$ cat config.mk
export PLATFORM = sky130hd
export DESIGN_NAME = my_mux_arb_flat
export DESIGN_NICKNAME = d
export VERILOG_FILES = /design/src/rtl/my_mux_arb_if.sv /design/src/rtl/my_mux_arb.sv /design/src/flat_wrapper.sv
export SDC_FILE = /design/constraint.sdc
export NUM_CORES = 1
export LEC_CHECK = 0
export ABC_AREA = 1
export CORE_MARGIN = 10
export CORE_UTILIZATION = 35
export CTS_CLUSTER_SIZE = 28
export DETAILED_ROUTE_END_ITERATION = 7
export PLACE_DENSITY = 0.75
export SYNTH_ARGS = -nofsm -noshare
export SYNTH_HDL_FRONTEND = slang
export SYNTH_SLANG_ARGS = --single-unit
$ cat constraint.sdc
create_clock -name clk -period 5.5 [get_ports clk]
set_clock_uncertainty 0.2 [all_clocks]
set_input_delay 0.55 -clock clk [delete_from_list [all_inputs] [get_ports clk]]
set_output_delay 0.55 -clock clk [all_outputs]
set_load 0.01 [all_outputs]
$ cat src/rtl/my_mux_arb_if.sv
// Handshake bundle between N producers, the arbitrating mux and one consumer.
// The mux attaches through the slave modport; the driving environment uses master.
interface my_mux_arb_if #(
    parameter int WIDTH    = 16,
    parameter int CHANNELS = 8,
    parameter int SEL_W    = $clog2(CHANNELS)
);
    logic [CHANNELS*WIDTH-1:0] in_data;
    logic [CHANNELS-1:0]       in_valid;
    logic [CHANNELS-1:0]       in_ready;
    logic                      mode;
    logic [SEL_W-1:0]          sel;
    logic [WIDTH-1:0]          out_data;
    logic [SEL_W-1:0]          out_chan;
    logic                      out_valid;
    logic                      out_ready;

    modport master (
        output in_data, in_valid, mode, sel, out_ready,
        input  in_ready, out_data, out_chan, out_valid
    );

    modport slave (
        input  in_data, in_valid, mode, sel, out_ready,
        output in_ready, out_data, out_chan, out_valid
    );
endinterface

$ cat src/rtl/my_mux_arb.sv
// N-channel registered mux with valid/ready on every input and on the output.
// Channel choice is either an explicit select (mode=0) or round-robin (mode=1).
//
//  state    | meaning
//  ---------+-----------------------------------------------
//  ST_EMPTY | output register holds no undelivered word
//  ST_FULL  | out_data/out_chan hold a word awaiting out_ready
module my_mux_arb #(
    parameter int WIDTH    = 16,
    parameter int CHANNELS = 8,
    localparam int SEL_W   = $clog2(CHANNELS)
) (
    input  logic          clk,
    input  logic          rst_n,
    my_mux_arb_if.slave   bus
);

    typedef enum logic {ST_EMPTY, ST_FULL} state_t;

    state_t             state_q;
    logic [WIDTH-1:0]   out_data_q;
    logic [SEL_W-1:0]   out_chan_q;
    logic [SEL_W-1:0]   last_q;

    logic               load_en;
    logic               grant_vld;
    logic [SEL_W-1:0]   grant_idx;
    int                 rr_idx;
    logic [WIDTH-1:0]   sel_data_d;
    logic [CHANNELS-1:0] in_ready_c;

    // The register can take a new word when empty or when its word leaves this cycle.
    assign load_en = (state_q == ST_EMPTY) || bus.out_ready;

    // Grant selection: explicit select or round-robin search starting after last_q.
    always_comb begin
        grant_vld = 1'b0;
        grant_idx = '0;
        rr_idx    = 0;
        if (!bus.mode) begin
            for (int i = 0; i < CHANNELS; i++) begin
                if (bus.sel == SEL_W'(i) && bus.in_valid[i]) begin
                    grant_vld = 1'b1;
                    grant_idx = SEL_W'(i);
                end
            end
        end else begin
            // last_q < CHANNELS always, so one conditional subtract is a full mod.
            for (int k = 1; k <= CHANNELS; k++) begin
                rr_idx = int'(last_q) + k;
                if (rr_idx >= CHANNELS) begin
                    rr_idx = rr_idx - CHANNELS;
                end
                if (!grant_vld && bus.in_valid[rr_idx]) begin
                    grant_vld = 1'b1;
                    grant_idx = SEL_W'(rr_idx);
                end
            end
        end
    end

    // Data mux feeds only the output register, never an output port directly.
    always_comb begin
        sel_data_d = '0;
        for (int i = 0; i < CHANNELS; i++) begin
            if (grant_idx == SEL_W'(i)) begin
                sel_data_d = bus.in_data[i*WIDTH +: WIDTH];
            end
        end
    end

    // One-hot acceptance strobe back to the granted producer; silent in reset.
    always_comb begin
        in_ready_c = '0;
        for (int i = 0; i < CHANNELS; i++) begin
            if (rst_n && load_en && grant_vld && grant_idx == SEL_W'(i)) begin
                in_ready_c[i] = 1'b1;
            end
        end
    end

    // Output register FSM: load on grant, drain when nothing is granted, hold under backpressure.
    always_ff @(posedge clk) begin
        if (!rst_n) begin
            state_q    <= ST_EMPTY;
            out_data_q <= '0;
            out_chan_q <= '0;
            last_q     <= SEL_W'(CHANNELS - 1);
        end else if (load_en) begin
            if (grant_vld) begin
                state_q    <= ST_FULL;
                out_data_q <= sel_data_d;
                out_chan_q <= grant_idx;
                last_q     <= grant_idx;
            end else begin
                state_q    <= ST_EMPTY;
            end
        end
    end

    assign bus.in_ready  = in_ready_c;
    assign bus.out_data  = out_data_q;
    assign bus.out_chan  = out_chan_q;
    assign bus.out_valid = (state_q == ST_FULL);

endmodule

$ cat src/flat_wrapper.sv
// flat-port wrapper written by rule: the top's interface ports become plain ports
module my_mux_arb_flat 
#(
    parameter int WIDTH    = 16,
    parameter int CHANNELS = 8,
    localparam int SEL_W   = $clog2(CHANNELS)
)
  (clk, rst_n, bus_in_data, bus_in_valid, bus_mode, bus_sel, bus_out_ready, bus_in_ready, bus_out_data, bus_out_chan, bus_out_valid);
  my_mux_arb_if #(.WIDTH(WIDTH), .CHANNELS(CHANNELS)) bus_i ();
  input  logic clk;
  input  logic rst_n;
  input wire logic [$bits(bus_i.in_data)-1:0] bus_in_data;
  input wire logic [$bits(bus_i.in_valid)-1:0] bus_in_valid;
  input wire logic [$bits(bus_i.mode)-1:0] bus_mode;
  input wire logic [$bits(bus_i.sel)-1:0] bus_sel;
  input wire logic [$bits(bus_i.out_ready)-1:0] bus_out_ready;
  output wire logic [$bits(bus_i.in_ready)-1:0] bus_in_ready;
  output wire logic [$bits(bus_i.out_data)-1:0] bus_out_data;
  output wire logic [$bits(bus_i.out_chan)-1:0] bus_out_chan;
  output wire logic [$bits(bus_i.out_valid)-1:0] bus_out_valid;
  assign bus_i.in_data = bus_in_data;
  assign bus_i.in_valid = bus_in_valid;
  assign bus_i.mode = bus_mode;
  assign bus_i.sel = bus_sel;
  assign bus_i.out_ready = bus_out_ready;
  assign bus_in_ready = bus_i.in_ready;
  assign bus_out_data = bus_i.out_data;
  assign bus_out_chan = bus_i.out_chan;
  assign bus_out_valid = bus_i.out_valid;
  my_mux_arb #(.WIDTH(WIDTH), .CHANNELS(CHANNELS)) u_core (.clk(clk), .rst_n(rst_n), .bus(bus_i));
endmodule
Word level (Yosys, flattened, before mapping). Cells that the tools add are included. Widths: inputs -> output; s select.

Latch bits: 0. Logic and storage cells: 184. Bits in read-only memories: 0. Memories kept: 0. Register bits after elaboration: 23. Input bits: 143. Output and inout port bits: 28. RAM bits: 0.

Shift-type cells: 0. Magnitude comparators: 16. Add/subtract/negate cells: 16. Divide/modulo/power cells: 0. Reductions and logical operators: 36. Equal/unequal tests: 14. Multiply operators: 0. Bitwise operators: 1. Muxes and demuxes: 97.

Operators by type and width (count): $mux 32 (16); $ge 32x5->1 const B (8); $lt 32x5->1 const B (8); $sub 32x5->32 const B (8); $mux 16 (8); $mux 1 (50); $mux 3 (13); $logic_and 1x1->1 (25); $bmux 1 s3 (8); $eq 3x3->1 const B (8); $add 3x3->4 const B (4); $eq 3x2->1 const B (4); $add 3x2->4 const B (2); $logic_not 1->1 (7); $eq 3x1->1 const B (2); $logic_not 3->1 (2); $add 3x4->5 const B (1); $add 3x1->4 const B (1); $mux 2 (2); $reduce_and 2->1 (1); $logic_or 1x1->1 (1); $not 1->1 (1).

Logic depth before layout (Yosys ltp).
Depth after elaboration: 46. Gate-level depth with buffers: 27. Gate-level depth less buffers: 24.

Worst setup path before layout. OpenSTA, ideal clock, no wires.

Path type: register -> output. From: register u_core.last_q[0]. To: output bus_in_ready[0]. Arrival: 3.056 ns. Required time: 4.750 ns. Path slack: 1.694 ns. Cell stages (with the launch flop): 20. Buffers on the path: 4. Cells stage by stage: dfxtp_1 -> buf_6 -> inv_2 -> buf_6 -> ha_1 -> inv_1 -> nand3_1 -> nand3_2 -> nand2_4 -> nor2_4 -> nand4_4 -> nor2_4 -> nand3_1 -> nand2_1 -> inv_2 -> a21oi_4 -> buf_6 -> buf_2 -> inv_1 -> nor4_1.

Longest elaborated chain between the ends: 40. Elaborated cells on any way between the ends: 107. Classes of those cells: 16 x add/sub; 8 x order compare; 66 x mux; 17 x reduce/logical.

Ends and longest elaborated chain: start, declared (line my_mux_arb.sv:23) `logic [SEL_W-1:0] last_q;`; start signal, assigned (line my_mux_arb.sv:88) `last_q <= SEL_W'(CHANNELS - 1);`; start signal, assigned (line my_mux_arb.sv:94) `last_q <= grant_idx;`; $add 3x1->4 (line my_mux_arb.sv:50) `rr_idx = int'(last_q) + k;`; $sub 32x5->32 or $ge 32x5->1 (tied branches) (line my_mux_arb.sv:52, my_mux_arb.sv:51); $mux 32 (line my_mux_arb.sv:51) `if (rr_idx >= CHANNELS) begin`; $mux 32 (line my_mux_arb.sv:40) `if (!bus.mode) begin`; $bmux 1 s3 (line my_mux_arb.sv:54) `if (!grant_vld && bus.in_valid[rr_idx]) begin`; $mux 1 (not written as such) (2 in series) (line my_mux_arb.sv:54); $mux 1 (line my_mux_arb.sv:54); $mux 1 (line my_mux_arb.sv:40); (+23 left out); $mux 1 (line my_mux_arb.sv:40); $logic_not 1->1 (line my_mux_arb.sv:54); $logic_and 1x1->1 (line my_mux_arb.sv:54); $mux 3 or $mux 1 (tied branches) (line my_mux_arb.sv:54); $mux 3 or $mux 1 (tied branches) (line my_mux_arb.sv:40); $logic_not 3->1 or $logic_and 1x1->1 (tied branches) (line my_mux_arb.sv:76) `if (rst_n && load_en && grant_vld && grant_idx == SEL_W'(i)) begin`; $logic_and 1x1->1 * (line my_mux_arb.sv:76); $mux 1 * (line my_mux_arb.sv:76); end, declared (line flat_wrapper.sv:17) `output wire logic [$bits(bus_i.in_ready)-1:0] bus_in_ready;`.

Mark *: on every way between the ends. The rest lies on a longest branch, timed or not. The select of a mux whose other input is x is not followed.

Worst setup path after layout.
From: register u_core.last_q[0]. To: output bus_in_ready[7].

Longest elaborated chain between the ends: 40. Elaborated cells on any way between the ends: 107. Classes of those cells: 16 x add/sub; 8 x order compare; 1 x eq/ne; 66 x mux; 16 x reduce/logical.

Ends and longest elaborated chain (line): $add 3x1->4 (my_mux_arb.sv:50); $sub 32x5->32 or $ge 32x5->1 (tied branches) (my_mux_arb.sv:52, my_mux_arb.sv:51); $mux 32 (my_mux_arb.sv:51); $mux 32 (my_mux_arb.sv:40); $bmux 1 s3 (my_mux_arb.sv:54); $mux 1 (not written as such) (2 in series) (my_mux_arb.sv:54); $mux 1 (my_mux_arb.sv:54); $mux 1 (my_mux_arb.sv:40); (+23 left out); $mux 1 (my_mux_arb.sv:40); $logic_not 1->1 (my_mux_arb.sv:54); $logic_and 1x1->1 (my_mux_arb.sv:54); $mux 3 or $mux 1 (tied branches) (my_mux_arb.sv:54); $mux 3 or $mux 1 (tied branches) (my_mux_arb.sv:40); $eq 3x3->1 or $logic_and 1x1->1 (tied branches) (my_mux_arb.sv:76); $logic_and 1x1->1 * (my_mux_arb.sv:76); $mux 1 * (my_mux_arb.sv:76).

Marked as above.

==> out/results.txt <==
Sum of buffers and inverters on the critical path - 4
Filler instances - 815
Net count of the finished layout - 821
Core area - 8341 sq um
Total count of max-transition violations in the final report - 0
Period utilisation layout - 93.79%
Vias after detailed routing - 4138
Post-synth top area cell - nand2_1
Maximum number of pins on one net before global-route repair - 55
Cell area reported after detailed placement - 4726 sq um
TritonCTS clock tree - done
First-pass GRT wire length - 21.49 mm
Worst Setup Path Type - reg -> out
Highest-count cells in the layout ignoring fill and taps - clkdlybuf4s50_1 (170), nand2_1 (127), nand3_1 (67)
Grt ovf - 0
Beginning of the worst register-to-register path - u_core.last_q[0]
Overall die area - 12800 sq um
Cell count after synthesis - 525
Clock slew at reported path FFs - 80 ps
Worst-path maximum fanout - 17
Leakage power of the design - 2.055 nW
Buffer levels on the longest clock path - 2
Yosys warnings - 0
Relative slew slack - 32.15%
Cell family with the largest share of critical-path delay - simple AND/OR/NAND/NOR gates
Final number of hold-violating endpoints - 0
Horizontal extent of the die - 113.1 um
H-tree depth - 1
Number of antenna violations at the first check in global routing - 0
CP Data Required Time - 4750 ps
HPWL reported at the end of detailed placement - 11.79 mm
Final setup violation count - 0
Share of the core filled with cells in the final layout - 57.28%
Average wire per standard cell - 17.93 um
TritonCTS Sinks - 23
Buffers added on ports - 170
Number of placed I/O pins - 171
Fraction of layout cells with a size suffix above 1 - 8.593%
Maximum frequency from static timing analysis - 0.1939 GHz
Worst EP arrival - 4410 ps
Sequential element share of the synthesized area - 15.17%
Power, Total - 1.904 mW
Ranking of synthesized cells by area - nand2_1 (16%), dfxtp_1 (15%), nand4_1 (12%), nand3_1 (11%), nor2_1 (7.0%)
Pre-Repair DR Iteration Count - 5
Critical hold path startpoint - u_core.bus.out_data[0]
Synthesized net count - 670
Largest stage delay, worst path - 560 ps
Slew @ Worst Pin - 1017 ps
Clock period minus final worst setup slack - 5158 ps
Antenna diode count - 0
CP max stage cell - dfxtp_1
CTS root buffer - clkbuf_8
Worst hold path class - reg -> reg
Status - finished clean
Portion of synthesized cell area occupied by the leading cell type - 15.70%
Final wirelength - 13.99 mm
Starting density of the core - 36.39%
Count of distinct cell types in the synthesized netlist - 39
Via count of the first global-routing pass - 4088
VDD IR-drop max - 0.2097 mV
Chip height - 113.1 um
Post-route cell area - 4777 sq um
Max-cap viol count - 0
Startpoint types - flop
Synthesized cell area - 3035 sq um
Endpoint kind of the worst setup timing path - primary output
Drt first-iter violations - 235
Multi-input logic area - 2175 sq um
Setup repair bufs after CTS - 0
Remaining DRCs - 0
Cell area power density - 398.6 nW/um^2
Standard-cell rows - 33
Synth Register Bits - 23
Inserted Clock Buffers - 3
Global placement routability congestion - 0.9450
Global routing usage summed across all routing layers - 20.59%
Post-DR vias/cell - 5.305
Syn avg cell area - 5.782 sq um
Clock latency on the worst-skew pair - 270 ps
Worst path cell trace - inv_2, ha_1, inv_1, nand3_1, nand3_1, and2_2, nand4_4, nor2_4, nand3_2, nand3_1, nand3_1, nand2_4, nand2_4, nor2_4, inv_2, nor2_1, clkdlybuf4s50_1
Storage element area - 460.4 sq um
Most common library cell in the layout ignoring fill and taps - clkdlybuf4s50_1
Launching element of the worst setup path - u_core.last_q[0]
Cell repeated most along the worst path - nand3_1
Antenna Nets Post-Route - 0
Synthesis-to-layout area growth - 57.38%
[power breakdown]
group	internal, mW	switching, mW	leakage, nW
combinational	0.560	0.959	1.84
clock	0.0507	0.0558	0.0255
sequential	0.228	0.0514	0.190
total	0.838	1.07	2.05
[layer usage]
metal,vias up,part of all wire [%],track usage [%]
met5,-,0,0
met2,187,49,36.14
li1,2068,-,-
met4,0,4.6,10.58
met1,1847,36,21.08
met3,36,10,7.396
[worst register-to-register path, stage by stage (launching register included)]
cell and delay [ps]:
dfxtp_1 560, inv_2 220, ha_1 450, inv_1 210
nand3_1 160, nand2_1 100, nand2_1 60, nand2_2 110
inv_1 70, nand3_1 80, nand3_1 70, nor2_1 90
nand3_1 120, nor2_2 220, nor2_1 70, nor2_2 760
nand4_1 210, nand3_1 160, nor2_1 60, nand4_1 100
nand2_1 70, a21oi_1 110
[Yosys cell counts]
| library cell | count |
|---|---|
| a21oi_1 | 23 |
| a21oi_2 | 5 |
| a21oi_4 | 1 |
| a31oi_1 | 2 |
| a31oi_2 | 1 |
| and2_2 | 1 |
| buf_2 | 12 |
| buf_4 | 3 |
| buf_6 | 6 |
| clkbuf_1 | 8 |
| clkinv_1 | 1 |
| dfxtp_1 | 23 |
| ha_1 | 2 |
| inv_1 | 52 |
| inv_2 | 7 |
| nand2_1 | 127 |
| nand2_2 | 10 |
| nand2_4 | 3 |
| nand3_1 | 67 |
| nand3_2 | 8 |
| nand3_4 | 1 |
| nand3b_1 | 2 |
| nand4_1 | 57 |
| nand4_4 | 1 |
| nor2_1 | 57 |
| nor2_2 | 2 |
| nor2_4 | 5 |
| nor2_8 | 1 |
| nor3_1 | 5 |
| nor3_4 | 1 |
| nor4_1 | 2 |
| o211ai_1 | 3 |
| o21ai_0 | 11 |
| o21ai_1 | 9 |
| o21bai_1 | 1 |
| o21bai_4 | 1 |
| or2_2 | 1 |
| xnor2_1 | 2 |
| xor2_1 | 1 |
[sequential cells by signal, summed over array words and instances (netlist names)]
signal                cells
u_core.bus.out_data      16
u_core.bus.out_chan       3
u_core.last_q             3
u_core.bus.out_valid      1
[final cells by class]
class	count	share of cell area, %
clock buffer	3	0.8643
clock inverter	1	0.1048
multi-input combinational	413	45.52
inverter	60	4.715
sequential	23	9.639
timing repair buffer	175	36.41
tap	105	2.750
[per-stage QoR]
stage / hold slack [ps] / setup WS (ps) / std cells / TNS, ps
finish: 270.2 / 341.7 / 780 / 0
global route: 290.8 / -6.649 / 780 / -6.649
detailed placement: 257.6 / 593.3 / 776 / 0
floorplan: 290.0 / 1694 / 525 / 0
CTS: 272.3 / 279.9 / 780 / 0
global placement: 255.3 / 703.4 / 776 / 0
[final timing paths]
check	end	slack [ps]	cells past startpoint
max	bus_in_ready[7]	340	17
min	u_core.bus.out_data[0]	270	2
max reg2reg	u_core.bus.out_data[4]	1160	21
min reg2reg	u_core.bus.out_data[0]	270	2
[kinds of logic after synthesis]
logic type | after synthesis | share of synthesized area, %
AOI/OAI and AO/OA | 57 | 11.50
xor gates and xnor gates | 3 | 0.8658
adders and majority gates | 2 | 0.8243
buffers and inverters | 89 | 13.36
DFF | 23 | 15.17
and+or+nand+nor | 351 | 58.29
[repair_timing]
| item | 4_1_cts | 5_1_grt |
|---|---|---|
| hold endpoints to repair | 0 | 0 |
| hold buffers | 0 | 0 |
| endpoints found under the setup margin | 0 | 1 |
| gates resized for setup | 0 | 1 |
No activity file was read; power rests on OpenSTA's default activity.
